$ cat config.mk
export PLATFORM = sky130hd
export DESIGN_NAME = spi_master_byte
export DESIGN_NICKNAME = d
export VERILOG_FILES = /design/src/rtl/spi_master_byte_pkg.sv /design/src/rtl/spi_master_byte_tick_gen.sv /design/src/rtl/spi_master_byte.sv
export SDC_FILE = /design/constraint.sdc
export NUM_CORES = 1
export LEC_CHECK = 0
export CAP_MARGIN = 20
export CORE_MARGIN = 2
export CORE_UTILIZATION = 57
export CTS_CLUSTER_DIAMETER = 60
export DETAILED_ROUTE_END_ITERATION = 8
export GPL_ROUTABILITY_DRIVEN = 0
export GPL_TIMING_DRIVEN = 0
export PLACE_DENSITY = 0.82
export SYNTH_ARGS = -nofsm -noshare
export SYNTH_HDL_FRONTEND = slang
export SYNTH_SLANG_ARGS = --single-unit
$ cat constraint.sdc
create_clock -name clk -period 4.12 [get_ports clk]
set_input_delay 0.824 -clock clk [delete_from_list [all_inputs] [get_ports clk]]
set_output_delay 0.824 -clock clk [all_outputs]
set_load 0.02 [all_outputs]
$ cat src/rtl/spi_master_byte_pkg.sv
// ============================================================================
// Module      : spi_master_byte_pkg
// Description : Shared state encodings, SPI mode constant and SCK divider
//               helper for the byte-level SPI master.
// Revision    : 1.0 - initial release
// ============================================================================
`default_nettype none

package spi_master_byte_pkg;

    typedef enum logic [1:0] {
        ST_IDLE  = 2'd0,
        ST_SHIFT = 2'd1,
        ST_DONE  = 2'd2
    } state_t;

    // Mode 0: SCK idles low, data captured on the rising edge.
    localparam logic c_SPI_CPOL = 1'b0;

    function automatic int calc_half_div(input int clk_freq, input int spi_freq);
        return clk_freq / (2 * spi_freq);
    endfunction

endpackage

`default_nettype wire

$ cat src/rtl/spi_master_byte_tick_gen.sv
// ============================================================================
// Module      : spi_master_byte_tick_gen
// Description : SCK half-period counter; o_tick pulses one cycle every
//               HALF_DIV enabled cycles. Counter is held at zero when disabled.
// Revision    : 1.0 - initial release
// ============================================================================
`default_nettype none

module spi_master_byte_tick_gen #(
    parameter int HALF_DIV = 13
) (
    input  logic clk,
    input  logic rst,
    input  logic i_en,
    output logic o_tick
);

    localparam int c_CW = (HALF_DIV > 1) ? $clog2(HALF_DIV) : 1;
    localparam logic [c_CW-1:0] c_TERM = c_CW'(HALF_DIV - 1);

    logic [c_CW-1:0] r_cnt;

    always_ff @(posedge clk) begin
        if (rst || !i_en) begin
            r_cnt <= '0;
        end else if (r_cnt == c_TERM) begin
            r_cnt <= '0;
        end else begin
            r_cnt <= r_cnt + c_CW'(1);
        end
    end

    assign o_tick = i_en && (r_cnt == c_TERM);

endmodule

`default_nettype wire

$ cat src/rtl/spi_master_byte.sv
// ============================================================================
// Module      : spi_master_byte
// Description : Mode-0 MSB-first SPI master, one full-duplex transfer per
//               accepted byte. Optional chip select under macro SPI_CS_EN.
// Revision    : 1.0 - initial release
// ============================================================================
`default_nettype none

module spi_master_byte
    import spi_master_byte_pkg::*;
#(
    parameter int CLK_FREQ = 27_000_000,
    parameter int SPI_FREQ = 1_000_000,
    parameter int DATA_W   = 8,
    parameter int HALF_DIV = calc_half_div(CLK_FREQ, SPI_FREQ)
) (
    input  logic              clk,
    input  logic              rst,
    input  logic [DATA_W-1:0] tx_data,
    input  logic              tx_valid,
    output logic              tx_ready,
    output logic [DATA_W-1:0] rx_data,
    output logic              rx_valid,
    output logic              spi_clk,
    output logic              spi_mosi,
    input  logic              spi_miso
`ifdef SPI_CS_EN
   ,output logic              spi_cs_n
`endif
);

    localparam int c_BW = (DATA_W > 2) ? $clog2(DATA_W) : 1;
    localparam logic [c_BW-1:0] c_LAST = c_BW'(DATA_W - 1);

    state_t            r_state;
    logic [DATA_W-2:0] r_tx_sr;    // bits still to send; MSB is driven on accept
    logic [DATA_W-1:0] r_rx_sr;
    logic [c_BW-1:0]   r_bit_cnt;
    logic              w_tick;
    logic              w_shift_en;

    assign w_shift_en = (r_state == ST_SHIFT);

    spi_master_byte_tick_gen #(
        .HALF_DIV (HALF_DIV)
    ) u_tick_gen (
        .clk    (clk),
        .rst    (rst),
        .i_en   (w_shift_en),
        .o_tick (w_tick)
    );

    always_ff @(posedge clk) begin
        if (rst) begin
            r_state   <= ST_IDLE;
            tx_ready  <= 1'b1;
            rx_valid  <= 1'b0;
            rx_data   <= '0;
            spi_clk   <= c_SPI_CPOL;
            spi_mosi  <= 1'b0;
            r_tx_sr   <= '0;
            r_rx_sr   <= '0;
            r_bit_cnt <= '0;
`ifdef SPI_CS_EN
            spi_cs_n  <= 1'b1;
`endif
        end else begin
            rx_valid <= 1'b0;
            case (r_state)
                ST_IDLE: begin
                    if (tx_valid && tx_ready) begin
                        r_tx_sr   <= tx_data[DATA_W-2:0];
                        spi_mosi  <= tx_data[DATA_W-1];
                        r_bit_cnt <= '0;
                        tx_ready  <= 1'b0;
                        r_state   <= ST_SHIFT;
`ifdef SPI_CS_EN
                        spi_cs_n  <= 1'b0;
`endif
                    end
                end
                ST_SHIFT: begin
                    if (w_tick) begin
                        spi_clk <= ~spi_clk;
                        if (!spi_clk) begin
                            r_rx_sr <= {r_rx_sr[DATA_W-2:0], spi_miso};
                        end else if (r_bit_cnt == c_LAST) begin
                            // Result is published as the last falling edge lands.
                            r_state  <= ST_DONE;
                            rx_valid <= 1'b1;
                            rx_data  <= r_rx_sr;
                            spi_mosi <= 1'b0;
                        end else begin
                            spi_mosi  <= r_tx_sr[DATA_W-2];
                            r_tx_sr   <= {r_tx_sr[DATA_W-3:0], 1'b0};
                            r_bit_cnt <= r_bit_cnt + c_BW'(1);
                        end
                    end
                end
                ST_DONE: begin
                    r_state  <= ST_IDLE;
                    tx_ready <= 1'b1;
`ifdef SPI_CS_EN
                    spi_cs_n <= 1'b1;
`endif
                end
                default: begin
                    r_state <= ST_IDLE;
                end
            endcase
        end
    end

endmodule

`default_nettype wire

==> results.cfg, run 1 <==
[outcome]
status = finished clean

[setup_path]
path_depth = 1
worst-path-max-fanout = 7
cpLargestDelayFamily = buffers and inverters
critPathKind = register to output port
critPathRequiredTime_ps = 3300
worstPathBufferInverterCount = 1
crit_chain = clkdlybuf4s50_1
worst_r2r_path_cells = 5
critPathMaxStageDelay_ps = 640
critPathCaptureType = output port
crit_path_top_delay_cell = clkdlybuf4s50_1
cp.arrival_ps = 1440
worst_setup_path_start_kind = register

[sta]
finalSetupTns_ps = 0
finalMaxSlewViolations = 0
finalClockSkew_ps = 4.843
timing.slew.headroom_pct = 59.55
min_period_ps = 2267
max_freq_ghz = 0.4412
number_of_failing_hold_endpoints_at_the_final_stage = 0
grt_setup_unrepaired = false
timing_worst_slew_pin_value_ps = 604.1
timing.final.crit_share_pct = 55.02
setup_viol = 0

[route]
totalWireLength_um = 3672
drtPass1Iterations = 4
routedWlPerCell_um = 15.30
vias = 1434
drcViolationCount = 0
drt_iter0_markers = 66
antenna_left = 0
mean_number_of_vias_per_cell = 5.975

[pwr]
vdd_ir_drop_max_mv = 0.3969
cellPowerDensity_nw_per_um2 = 350.1
total_leakage_power_uw = 0.0007438

[clocking]
postCtsResizedCells = 0
clock_sinks = 36
clkLatencyLatePin_ps = 350
hold_buffers = 0
cts_setup_buffers = 0
cts_tree = yes
clock-root-buffer = clkbuf_4
clk_pin_slew_ps = 100
cts_made_buffers = 5
clock_tree.htree_level_count = 2
max-clock-path-buffers = 2

[cells_and_area]
design_area_sq_um = 2054
post_route_cells_drive_above_1_share_pct = 10.05
nNetsFinal = 225
area_growth_pct = 21.54
num-fill-cells = 214
final-seq-area_sq_um = 720.7
antenna_cells_inserted = 0
multi_input_area_sq_um = 874.6

[yosys]
synthesis.area_sq_um = 1690
synth.area.top_cells = dfxtp_1 43%, mux2i_1 8.3%, nand2b_1 6.7%
synth_most_common_cell = dfxtp_1
synthArstFlopShare_pct = 0
synth_top_cell_area_share_pct = 42.64
ys.flop_type = dfxtp_1
synth_seq_cells = 36
post-synth-top-area-cell = dfxtp_1
synthesis.area_per_instance_sq_um = 9.496
yosysUniqueCellTypes = 38
yosys_warnings = 0
synth.yosys.seq_area_share_pct = 42.64
synth-edff-count = 0
top_post_synthesis_cells_by_count = 36 x dfxtp_1, 18 x nand2b_1, 14 x mux2i_1
syn-instance-count = 178
synth_fp_nets = 195

[global_routing]
vias_in_the_first_global_route = 1351
globalRouteTotalUtil_pct = 23.74
grt_remaining_overflow = 0
antenna_violations_before_repair = 0
wire_length_of_the_first_global_routing_pass_um = 6085
grt_max_degree = 12

[floorplan]
die_width_um = 58.46
floorplan.io_pins = 24
coreArea_sq_um = 2781
starting_density_pct = 60.77
die_area_sq_um = 3417
std_cell_rows = 19
die_h_um = 58.46

[placement]
postPlaceCellArea_sq_um = 1959
io_buf_count = 23
detailed_place_hpwl_um = 2592

[min_path]
hp-class = register to register
hold-path-cell-count = 1

[run]
number_of_max_capacitance_violations_reported = 0
==> report_power, final <==
| group | total [uW] | leakage (uW) | internal [uW] | switching, uW |
|---|---|---|---|---|
| clock | 279 | 0.0000515 | 161 | 118 |
| combinational | 75.2 | 0.000400 | 37.6 | 37.6 |
| sequential | 365 | 0.000292 | 358 | 7.38 |
| total | 719 | 0.000744 | 556 | 163 |
==> final timing paths <==
path / start / end / slack (ps)
worst min-delay path: u_tick_gen.r_cnt[0] / u_tick_gen.r_cnt[0] / 470
worst max register to register: r_bit_cnt[0] / r_tx_sr[2] / 2230
worst max-delay path: tx_ready / tx_ready / 1850
worst min register to register: u_tick_gen.r_cnt[0] / u_tick_gen.r_cnt[0] / 470
==> state kept, by name, indices dropped and copies added, names as in the netlist <==
| name | cells |
|---|---|
| r_bit_cnt | 3 |
| rx_valid | 1 |
| tx_ready | 1 |
| spi_clk | 1 |
| rx_data | 8 |
| r_rx_sr | 8 |
| spi_mosi | 1 |
| u_tick_gen.r_cnt | 4 |
| r_state | 2 |
| r_tx_sr | 7 |
==> stage by stage <==
| stage | hold WS, ps | cells | setup slack (ps) | utilization (%) | total power (uW) |
|---|---|---|---|---|---|
| 5_1_grt | 493.3 | 240 | 1782 | 73.86 | 741.3 |
| 3_3_place_gp | 447.6 | 232 | 1713 | 70.45 | 442.7 |
| 2_1_floorplan | 429.7 | 178 | 2557 | - | 419.0 |
| 6_report | 473.8 | 240 | 1853 | 73.86 | 719.3 |
| 3_5_place_dp | 450.2 | 232 | 1660 | 70.45 | 446.9 |
| 4_1_cts | 475.5 | 240 | 1847 | 73.86 | 719.1 |
==> cell families after synthesis <==
family | synth area share, %
xor+xnor | 1.036
simple gates | 20.87
mux | 8.290
compound gates | 17.84
buf+inv | 5.625
flops | 42.64
fa+ha+maj | 3.701
==> metal layers <==
| metal | part of all wire (%) | wire length [um] | vias to the layer above | track usage [%] |
|---|---|---|---|---|
| met5 | 0 | 0 | - | 0 |
| met3 | 4.9 | 181 | 6 | 7.912 |
| met2 | 48 | 1759 | 41 | 37.40 |
| li1 | - | - | 707 | - |
| met4 | 1.1 | 41 | 0 | 6.977 |
| met1 | 46 | 1690 | 680 | 31.02 |
==> cells in the final DEF, fill, tap and decap left out, drive strengths merged, types with 2 or more instances in the layout <==
cell type      netlist  final
a21oi               13     13
nand3               13     13
nor3b                3      3
clkbuf               5     12
buf                 10     10
nand4bb              2      2
clkdlybuf4s50        0     23
nand2b              18     18
mux2i               14     14
nand2                2      2
inv                  4      4
dfxtp               36     36
nor2                 4      4
a211oi              13     13
nor2b                2      2
o21ai               13     13
ha                   5      5
nor4bb               3      3
o211ai               3      3
==> final cells by class <==
class | count | area share (%)
clock inverters | 1 | 1.462
multi-input cells | 123 | 42.57
flip-flops and latches | 36 | 35.08
inverters | 4 | 0.7308
plain buffers | 15 | 3.898
well taps | 31 | 1.888
clock buffers | 7 | 3.167
repair buffers | 23 | 11.21
Note: power is estimated with default switching activity, not from simulation.
==> run 2: changes to the inputs <==
- CORE_UTILIZATION: 57 -> 53
- PLACE_DENSITY: 0.82 -> 0.77
- clock period: 4.12 -> 2.3 ns (I/O delays scaled with it)
==> run 2 against run 1 <==
Largest cell class unchanged; die area is 7.0% higher; sequential share of layout area shrank 0.28 points; register-to-register slack got worse by 1800 ps; critical path type unchanged; largest power group unchanged.
==> results.cfg, run 2 (synthesis gave the netlist of run 1 again) <==
[setup_path]
cp.arrival_ps = 1440
critPathCaptureType = output port
worst_setup_path_start_kind = register
crit_path_top_delay_cell = clkdlybuf4s50_1
path_depth = 1
cpLargestDelayFamily = buffers and inverters
worstPathBufferInverterCount = 1
crit_chain = clkdlybuf4s50_1
worst-path-max-fanout = 7
worst_r2r_path_cells = 5
critPathKind = register to output port
critPathMaxStageDelay_ps = 650
critPathRequiredTime_ps = 1840

[clocking]
clk_pin_slew_ps = 110
postCtsResizedCells = 0
cts_tree = yes
clock_tree.htree_level_count = 2
hold_buffers = 0
clkLatencyLatePin_ps = 340
max-clock-path-buffers = 2
clock-root-buffer = clkbuf_4
cts_setup_buffers = 0
cts_made_buffers = 5
clock_sinks = 36

[floorplan]
coreArea_sq_um = 3053
die_width_um = 60.48
starting_density_pct = 55.37
floorplan.io_pins = 24
die_area_sq_um = 3657
die_h_um = 60.48
std_cell_rows = 20

[sta]
timing.slew.headroom_pct = 62.00
finalMaxSlewViolations = 0
fin_worst_hold_slack_ps = 480.5
min_period_ps = 1896
finalSetupTns_ps = 0
setup_viol = 0
timing.final.crit_share_pct = 82.44
finalClockSkew_ps = 4.077
number_of_failing_hold_endpoints_at_the_final_stage = 0
grt_setup_unrepaired = false
max_freq_ghz = 0.5274
timing_worst_slew_pin_value_ps = 567.5

[cells_and_area]
nNetsFinal = 225
design_area_sq_um = 2071
antenna_cells_inserted = 0
area_growth_pct = 22.50
final_core_utilization_pct = 67.83
most_used_cells_in_the_layout_excluding_fill_and_tap_cells = 36 x dfxtp_1, 23 x clkdlybuf4s50_1, 18 x nand2b_1, 14 x mux2i_1
reg.largest.list = r_rx_sr x8, rx_data x8, r_tx_sr x7
num-fill-cells = 274
mostFrequentLayoutCell = dfxtp_1
post_route_cells_drive_above_1_share_pct = 10.05
stdcell_count = 253

[global_routing]
antenna_violations_before_repair = 0
grt_remaining_overflow = 0
wire_length_of_the_first_global_routing_pass_um = 6210
grt_max_degree = 12
vias_in_the_first_global_route = 1375
globalRouteTotalUtil_pct = 22.94

[pwr]
cellPowerDensity_nw_per_um2 = 621.5
vdd_ir_drop_max_mv = 0.4170
total_leakage_power_uw = 0.0007438

[min_path]
hp-class = register to register
hold-path-cell-count = 1

[placement]
io_buf_count = 23
postPlaceCellArea_sq_um = 1976
detailed_place_hpwl_um = 2627
dp.cells = 245

[route]
drtPass1Iterations = 4
drcViolationCount = 0
mean_number_of_vias_per_cell = 5.644
totalWireLength_um = 3693
drt_iter0_markers = 91
vias = 1428
routedWlPerCell_um = 14.60
antenna_left = 0

[outcome]
status = finished clean

[run]
number_of_max_capacitance_violations_reported = 0
## run 2: cell counts in the layout (fill, tap and decap cells not counted)
No cell type changed its count.
## run 2: worst paths after layout
path         slack, ps             endpoint                 from
max                400             tx_ready             tx_ready
min reg2reg        480  u_tick_gen.r_cnt[0]  u_tick_gen.r_cnt[0]
min                480  u_tick_gen.r_cnt[0]  u_tick_gen.r_cnt[0]
max reg2reg        440           r_tx_sr[1]         r_bit_cnt[0]
## run 2: area by class of cell
cell class	count	area, sq um	share of cell area [%]
Buffer	15	80.08	3.867
Clock buffer	7	65.06	3.142
Clock inverter	1	30.03	1.450
Inverter	4	15.01	0.7251
Multi-Input combinational cell	123	874.6	42.24
Sequential cell	36	720.7	34.80
Tap cell	44	55.05	2.659
Timing Repair Buffer	23	230.2	11.12
## run 2: metrics by stage
stage          total power, uW  setup WS, ps
3_5_place_dp             799.3         230.6
3_3_place_gp             792.8         263.3
6_report                  1287         403.8
2_1_floorplan            750.5         776.5
5_1_grt                   1339         325.5
4_1_cts                   1295         408.8
## run 2: per-layer routing
layer  up-vias  GRT usage (%)  routed length [um]
met5         -              0                   0
met4         0          9.006                  62
met3         8          5.117                 134
met2        33          35.71                1764
met1       680          31.21                1732
li1        707              -                   -
## run 2: worst register-to-register path: cells and delay by family, from the launching register on
family	cells	cell delay [ps]
flip-flops	1	340
AO/OA/AOI/OAI	2	640
adder cells (fa/ha/maj)	2	460
AND/OR/NAND/NOR	1	290
## run 2: report_power, final
group	switching, uW	internal (uW)	total [uW]
logic	65.4	67.2	133
clock network	212	289	501
registers	13.2	640	654
total	291	996	1290
==> run 3: changes to the inputs <==
- CORE_UTILIZATION: 53 -> 48
- PLACE_DENSITY: 0.77 -> 0.73
- clock period: 2.3 -> 1.6 ns (I/O delays scaled with it)
==> run 3 against run 2 <==
Final area is 5.1% higher; core utilization is 3.1 points lower; critical path type unchanged; critical endpoint is now rx_valid; power up 29%; count of clock-buffer cells in the layout fell by 1; cell count increased by 1.2%; critical path depth stayed put; sequential power is 44% higher.
==> results.cfg, run 3 (synthesis gave the netlist of run 1 again) <==
[outcome]
status = finished clean

[setup_path]
reg2reg_slack_ps = 40
path_depth = 1
critical_path_startpoint = rx_valid
crit_chain = clkdlybuf4s50_1
reg2reg_from = r_state[1]
worst_setup_path_start_kind = register
worst-path-max-fanout = 1
timing.rr.end = r_tx_sr[2]
critPathCaptureType = output port
critPathMaxStageDelay_ps = 590
crit_path_top_delay_cell = clkdlybuf4s50_1
cpLargestDelayFamily = buffers and inverters
worstPathBufferInverterCount = 1
cp.arrival_ps = 1250
critPathKind = register to output port
worst_r2r_path_cells = 5
crit_end = rx_valid
critPathRequiredTime_ps = 1280

[sta]
timing.slew.headroom_pct = 64.27
max_freq_ghz = 0.6354
timing.final.crit_share_pct = 98.36
postLayoutSetupSlackWorst_ps = 26.18
setup_viol = 0
number_of_failing_hold_endpoints_at_the_final_stage = 0
finalClockSkew_ps = 13.20
grt_setup_unrepaired = true
finalMaxSlewViolations = 0
timing_worst_slew_pin_value_ps = 533.7
min_period_ps = 1574

[placement]
preCtsSetupSlack_ps = -319.2
detailed_place_hpwl_um = 2680
io_buf_count = 23

[floorplan]
die_width_um = 63.35
floorplan.io_pins = 24
die_h_um = 63.35
coreArea_sq_um = 3363
std_cell_rows = 21
die_area_sq_um = 4013
starting_density_pct = 50.26

[global_routing]
antenna_violations_before_repair = 0
wire_length_of_the_first_global_routing_pass_um = 6444
globalRouteTotalUtil_pct = 20.26
grt_max_degree = 12
vias_in_the_first_global_route = 1401
grt_remaining_overflow = 0

[clocking]
max-clock-path-buffers = 2
clk_pin_slew_ps = 110
clock_tree.htree_level_count = 2
hold_buffers = 0
cts_tree = yes
cts_made_buffers = 5
clkLatencyLatePin_ps = 340
clock-root-buffer = clkbuf_4
clock_sinks = 36

[min_path]
hp-class = register to register

[pwr]
total_leakage_power_uw = 0.0007967
cellPowerDensity_nw_per_um2 = 760.9
vdd_ir_drop_max_mv = 0.5858
total_power_uw = 1656

[cells_and_area]
num-fill-cells = 306
reg.largest.list = r_rx_sr x8, rx_data x8, r_tx_sr x7
area_growth_pct = 28.72
post_route_cells_drive_above_1_share_pct = 20.00
mostFrequentLayoutCell = dfxtp_1
most_used_cells_in_the_layout_excluding_fill_and_tap_cells = 33 x dfxtp_1, 18 x nand2b_1, 14 x mux2i_1, 12 x clkdlybuf4s50_1
antenna_cells_inserted = 0
nNetsFinal = 226

[route]
drtPass1Iterations = 4
vias = 1468
totalWireLength_um = 3863
antenna_left = 0
routedWlPerCell_um = 15.09
drcViolationCount = 0
drt_iter0_markers = 82
mean_number_of_vias_per_cell = 5.734

[run]
number_of_max_capacitance_violations_reported = 0
run 3: worst register-to-register path: cells and delay by family, from the launching register on:
kind	cells	cell delay [ps]
multiplexers	1	290
AND/OR/NAND/NOR	1	130
flip-flops	1	460
buffers and inverters	2	460
AO/OA/AOI/OAI	1	100
run 3: power by group:
group / internal [uW] / leakage, uW / switching [uW]
registers: 919 / 0.000294 / 21.0
logic: 101 / 0.000465 / 105
clock network: 209 / 0.0000380 / 300
total: 1230 / 0.000797 / 426
run 3: area by class of cell:
class,count,area (sq um),share of cell area [%]
inverter,4,15.01,0.6901
timing repair buffer,24,227.7,10.47
clock inverter,2,10.01,0.4600
buffer,15,97.59,4.485
tap,46,57.56,2.645
sequential,36,726.9,33.41
multi-input combinational,123,989.7,45.49
clock buffer,6,51.30,2.358
run 3: metal layers:
layer  vias up  track usage, %  share of wire (%)
met2        33           31.32                 47
li1        713               -                  -
met1       715           27.05                 48
met4         0           10.05                2.0
met5         -               0                  0
met3         7           3.750                3.3
run 3: timing repair:
action | CTS | global route
setup buffers | 0 | 1
pin swaps | 0 | 11
setup endpoints to repair | 20 | 29
resized for setup | 14 | 36
cloned | 0 | 0
run 3: worst min path at each step:
stage                                   start                  end  slack, ps  depth (start not counted)
final                              rx_data[3]           rx_data[3]        480                          2
after global routing               rx_data[2]           rx_data[2]        500                          2
after CTS                          rx_data[3]           rx_data[3]        480                          2
after detailed placement  u_tick_gen.r_cnt[0]  u_tick_gen.r_cnt[0]        470                          1
after global placement    u_tick_gen.r_cnt[0]  u_tick_gen.r_cnt[0]        440                          1
after floorplan           u_tick_gen.r_cnt[0]  u_tick_gen.r_cnt[0]        430                          1
run 3: through the flow:
stage	setup TNS [ps]	hold WS, ps	std cells	utilization [%]	area, sq um
after floorplan	0	429.7	178	-	1690
after global placement	-5293	441.9	247	58.82	1978
after detailed placement	-6089	467.6	247	58.82	1978
after CTS	-433.4	484.4	255	60.45	2033
after global routing	-76.47	504.5	256	64.69	2176
final	0	479.3	256	64.69	2176
